**config.mk**
```make
export PLATFORM = sky130hd
export DESIGN_NAME = exu_dispatch_q
export DESIGN_NICKNAME = d
export VERILOG_FILES = /design/src/rtl/exu_dispatch_q.sv
export SDC_FILE = /design/constraint.sdc
export NUM_CORES = 1
export LEC_CHECK = 0
export CORE_MARGIN = 3
export CORE_UTILIZATION = 25
export CTS_CLUSTER_SIZE = 20
export DETAILED_ROUTE_END_ITERATION = 6
export DONT_BUFFER_PORTS = 1
export GPL_TIMING_DRIVEN = 0
export SYNTH_ARGS = -nofsm -noshare
export SYNTH_HDL_FRONTEND = slang
export SYNTH_SLANG_ARGS = --single-unit
```
**constraint.sdc**
```tcl
create_clock -name clk -period 8.2 [get_ports clk]
set_clock_uncertainty 0.2 [all_clocks]
set_input_delay 1.23 -clock clk [delete_from_list [all_inputs] [get_ports clk]]
set_output_delay 1.23 -clock clk [all_outputs]
set_load 0.1 [all_outputs]
```
**src/rtl/exu_dispatch_q.sv**
```systemverilog
// In-order dispatch queue between decode and the execution units: buffers DEPTH
// decoded instructions and issues the head to the unit selected by its group code.
module exu_dispatch_q #(
  parameter int DEPTH   = 4,
  parameter int INFO_W  = 32,
  parameter int GRP_W   = 3,
  parameter int NUM_GRP = 6
) (
  input  logic                       clk,
  input  logic                       rst,
  input  logic                       flush_i,
  input  logic                       in_valid_i,
  output logic                       in_ready_o,
  input  logic [INFO_W-1:0]          in_info_i,
  input  logic [31:0]                in_imm_i,
  input  logic [31:0]                in_pc_i,
  input  logic [31:0]                in_rs1_i,
  input  logic [31:0]                in_rs2_i,
  output logic [NUM_GRP-1:0]         disp_valid_o,
  input  logic [NUM_GRP-1:0]         disp_ready_i,
  output logic [INFO_W-1:0]          disp_info_o,
  output logic [31:0]                disp_imm_o,
  output logic [31:0]                disp_pc_o,
  output logic [31:0]                disp_rs1_o,
  output logic [31:0]                disp_rs2_o,
  output logic                       illegal_o,
  output logic [$clog2(DEPTH+1)-1:0] count_o
);

  localparam int PTR_W = $clog2(DEPTH);
  localparam int CNT_W = $clog2(DEPTH+1);

  logic [INFO_W-1:0] infoMem_q [DEPTH];
  logic [31:0]       immMem_q  [DEPTH];
  logic [31:0]       pcMem_q   [DEPTH];
  logic [31:0]       rs1Mem_q  [DEPTH];
  logic [31:0]       rs2Mem_q  [DEPTH];

  logic [PTR_W-1:0] wp_q, wp_d;
  logic [PTR_W-1:0] rp_q, rp_d;
  logic [CNT_W-1:0] count_q, count_d;

  logic              notEmpty;
  logic              grpLegal;
  logic [GRP_W-1:0]  headGrp;
  logic [NUM_GRP-1:0] dispValid;
  logic              push;
  logic              pop;

  assign notEmpty = (count_q != '0);
  assign headGrp  = infoMem_q[rp_q][GRP_W-1:0];
  assign grpLegal = (int'(headGrp) < NUM_GRP);

  always_comb begin
    dispValid = '0;
    for (int g = 0; g < NUM_GRP; g++) begin
      dispValid[g] = notEmpty && grpLegal && (int'(headGrp) == g);
    end
  end

  // An illegal head retires on its own so a bad group code can never wedge the queue.
  assign in_ready_o = (count_q < CNT_W'(DEPTH));
  assign push       = in_valid_i && in_ready_o && !flush_i;
  assign pop        = notEmpty && (grpLegal ? |(dispValid & disp_ready_i) : 1'b1);

  assign disp_valid_o = dispValid;
  assign illegal_o    = notEmpty && !grpLegal;
  assign disp_info_o  = notEmpty ? infoMem_q[rp_q] : '0;
  assign disp_imm_o   = notEmpty ? immMem_q[rp_q]  : '0;
  assign disp_pc_o    = notEmpty ? pcMem_q[rp_q]   : '0;
  assign disp_rs1_o   = notEmpty ? rs1Mem_q[rp_q]  : '0;
  assign disp_rs2_o   = notEmpty ? rs2Mem_q[rp_q]  : '0;
  assign count_o      = count_q;

  always_comb begin
    wp_d    = wp_q;
    rp_d    = rp_q;
    count_d = count_q;
    if (flush_i) begin
      wp_d    = '0;
      rp_d    = '0;
      count_d = '0;
    end else begin
      if (push) wp_d = wp_q + PTR_W'(1);
      if (pop)  rp_d = rp_q + PTR_W'(1);
      if (push && !pop)      count_d = count_q + CNT_W'(1);
      else if (!push && pop) count_d = count_q - CNT_W'(1);
    end
  end

  always_ff @(posedge clk) begin
    if (rst) begin
      wp_q    <= '0;
      rp_q    <= '0;
      count_q <= '0;
    end else begin
      wp_q    <= wp_d;
      rp_q    <= rp_d;
      count_q <= count_d;
    end
  end

  // Payload storage carries no reset; emptiness is tracked by count alone.
  always_ff @(posedge clk) begin
    if (push) begin
      infoMem_q[wp_q] <= in_info_i;
      immMem_q[wp_q]  <= in_imm_i;
      pcMem_q[wp_q]   <= in_pc_i;
      rs1Mem_q[wp_q]  <= in_rs1_i;
      rs2Mem_q[wp_q]  <= in_rs2_i;
    end
  end

endmodule

```
==> run metrics <==
Final Max Slew Viols 0; crit start category flip-flop; vias per cell 4.26; HP Class reg -> reg; Die Height 320 microns; post-CTS setup buffers 0; finished layout cell area a little under 30000 sq um; top post-synthesis cells by count 640 x edfxtp_1, 163 x and2_1, 160 x mux4_2; Peak VDD IR about 0.23 mV; Area Growth Syn to Fin 17.2%; RSZ-0062 raised after global routing false; dominant combinational cell family by area after synthesis multiplexers; routed len/inst 22.0 microns; CP arrival 4.69 ns; syn_nets ~1300; multiplexer share of the synthesized area 14.9%; pin count of the biggest net entering global routing 53; placed cell areas 26600 sq um; DRC 0; Switching Power 2.65 mW; worst-path fanout max 10; Row Count 114; grt ovf 0; clk buf depth 3; initial core utilization 25.3%; via count 10700; Final Worst Setup Slack 2.08 ns; most numerous cell in the Yosys netlist edfxtp_1; die width roughly 320 microns; first-pass GRT wire length 80200 microns; Sw Ratio between 30% and 40%; Tmin final 6.12 ns; RD Place Congestion 0.701; Logic pwr share 18.4%; Crit path required time 6.77 ns; Post-Synth XOR/XNOR Area 0.107%; clk_lat worst skew 0.63 ns; Yosys top cell area share 77.9%; Max Cap Viol 0; post-synthesis compound-gate area fraction 0.203%; pwr/cell area 288 nW/um^2; CTS root buffer clkbuf_16; Num CTS Buffers between 70 and 80; FMAX 0.164 GHz; Static Leak approximately 8.7 nW; clock power share 36.6%; hpwl dp 36300 microns; Setup violations, final 0; Die ar. 102000 sq um; final hold viol count 0; post-CTS resize count 0; CTS Sinks 649; Place WS 2.51 ns; CTS tree done; internal cell power ~5.7 mW; Yosys warning count 0; Pre-Repair DR Iteration Count 4; clock transition at the registers of the reported paths 0.06 ns; Post-Synthesis Cell Area 24700 sq um; core area 97300 sq um; Tot Pwr between 8 and 9 mW; Layout fillers 9446; post-synthesis simple-gate area fraction about 4.7%; 1st-iter DRT viols 523; Mapped Cells 1086; biggest area consumer among synthesized cells edfxtp_1; Synth Register Bits between 600 and 700; # IOs 341; fin crit share 74.6%; layout cells sized above 1 approximately a quarter; port bufs 0; synth unique cells 32; GRT Total Usage 10.7%; worst slew pin tran about 1.2 ns; CP Class reg -> out; ys async rst share 0%; Reg power frac 45.0%; post-route ant nets 0; vias in the first global route 11700; EDFF count, synth 640; Setup crit end kind output port; post-synthesis sequential area ratio 78.7%; Synth Area in Adders 0.335%; Syn Area/Cell ~23 sq um; hold_buf cts 0; initial antenna violation count 4; status finished clean; diode count 0; Net count, final 1349; top cells by area, synth edfxtp_1 78%, mux4_2 15%, and2_1 4.1%; Slew headroom 20.5%; final wirelength 55000 microns; ys flop type edfxtp_1; CTS H-tree lvls 3; fin util 29.7%
layer usage:
layer	GRT usage (%)	wire length (microns)
met5	0	33
met4	3.20	1340
met3	6.04	6440
met2	17.6	26800
met1	11.8	20400
power groups by stage:
stage / Combinational [mW] / Sequential [mW] / Clock, mW
floorplan: 1.36 / 3.82 / 0
global placement: 1.55 / 3.83 / 0
detailed placement: 1.56 / 3.81 / 0
CTS: 1.56 / 3.74 / 3.17
global route: 1.59 / 3.75 / 3.31
finish: 1.53 / 3.74 / 3.05
worst max-delay path, cell delays in order (launching register included):
cell and delay, ns:
dfxtp_1 1.10, or3_1 0.21, clkbuf_1 0.59, clkbuf_2 0.67, clkbuf_1 0.50, and2_1 0.94
worst paths after layout:
| check | start | to | slack (ns) | cells past startpoint |
|---|---|---|---|---|
| hold / removal | rp_q[1] | rp_q[1] | 0.36 | 3 |
| hold reg to reg | rp_q[1] | rp_q[1] | 0.36 | 3 |
| setup / recovery | count_o[0] | disp_rs1_o[18] | 2.08 | 5 |
| setup reg to reg | count_o[1] | count_o[2] | 4.49 | 9 |
cells in the final DEF (no fill, tap or decap), types with 3 or more instances in the layout:
cell        Yosys  routed
edfxtp_1      640     640
nor2_2          0       3
mux2i_1         4       4
ha_1            5       5
clkinv_1        0       8
clkbuf_1       34      45
bufinv_16       0       4
clkbuf_16       0      71
nor2_1         12       9
clkinv_2        0      14
clkbuf_2        0       3
buf_16          0      12
inv_1           7       7
and2_1        163     159
buf_2          17      17
dfxtp_1         9       9
inv_6           0       4
and2_4          0       4
clkinvlp_4      0       3
a21oi_1         3       3
mux4_2        160     160
buf_1           4       4
sequential cells by signal, indices dropped and copies added (netlist names), named ones only:
register,cells
rp_q,2
immMem_q,128
count_o,3
pcMem_q,128
rs2Mem_q,128
rs1Mem_q,128
infoMem_q,128
wp_q,2
through the flow:
stage,hold WS (ns),setup TNS [ns],std cells
after floorplan,0.298,0,1086
after global placement,0.356,-1038.52,2362
after detailed placement,0.347,0,2376
after CTS,0.356,0,2502
after global routing,0.396,0,2502
final,0.358,0,2502
area by class of cell:
class                           count  area [sq um]  share of cell area, %
Buffer                             56           243                  0.840
Clock buffer                       85          1830                   6.33
Clock inverter                     41           428                   1.48
Inverter                            7          26.3                 0.0909
Multi-Input combinational cell    374          5020                   17.4
Sequential cell                   649         19400                   67.1
Tap cell                         1276          1600                   5.52
Timing Repair Buffer               14           360                   1.25
cells by family after synthesis:
group	Yosys count
XOR/XNOR	3
AND/OR/NAND/NOR	192
flip-flops	649
AO/OA/AOI/OAI	7
adder cells (fa/ha/maj)	6
buffers and inverters	63
multiplexers	166
(Power assumes the default switching activity.)
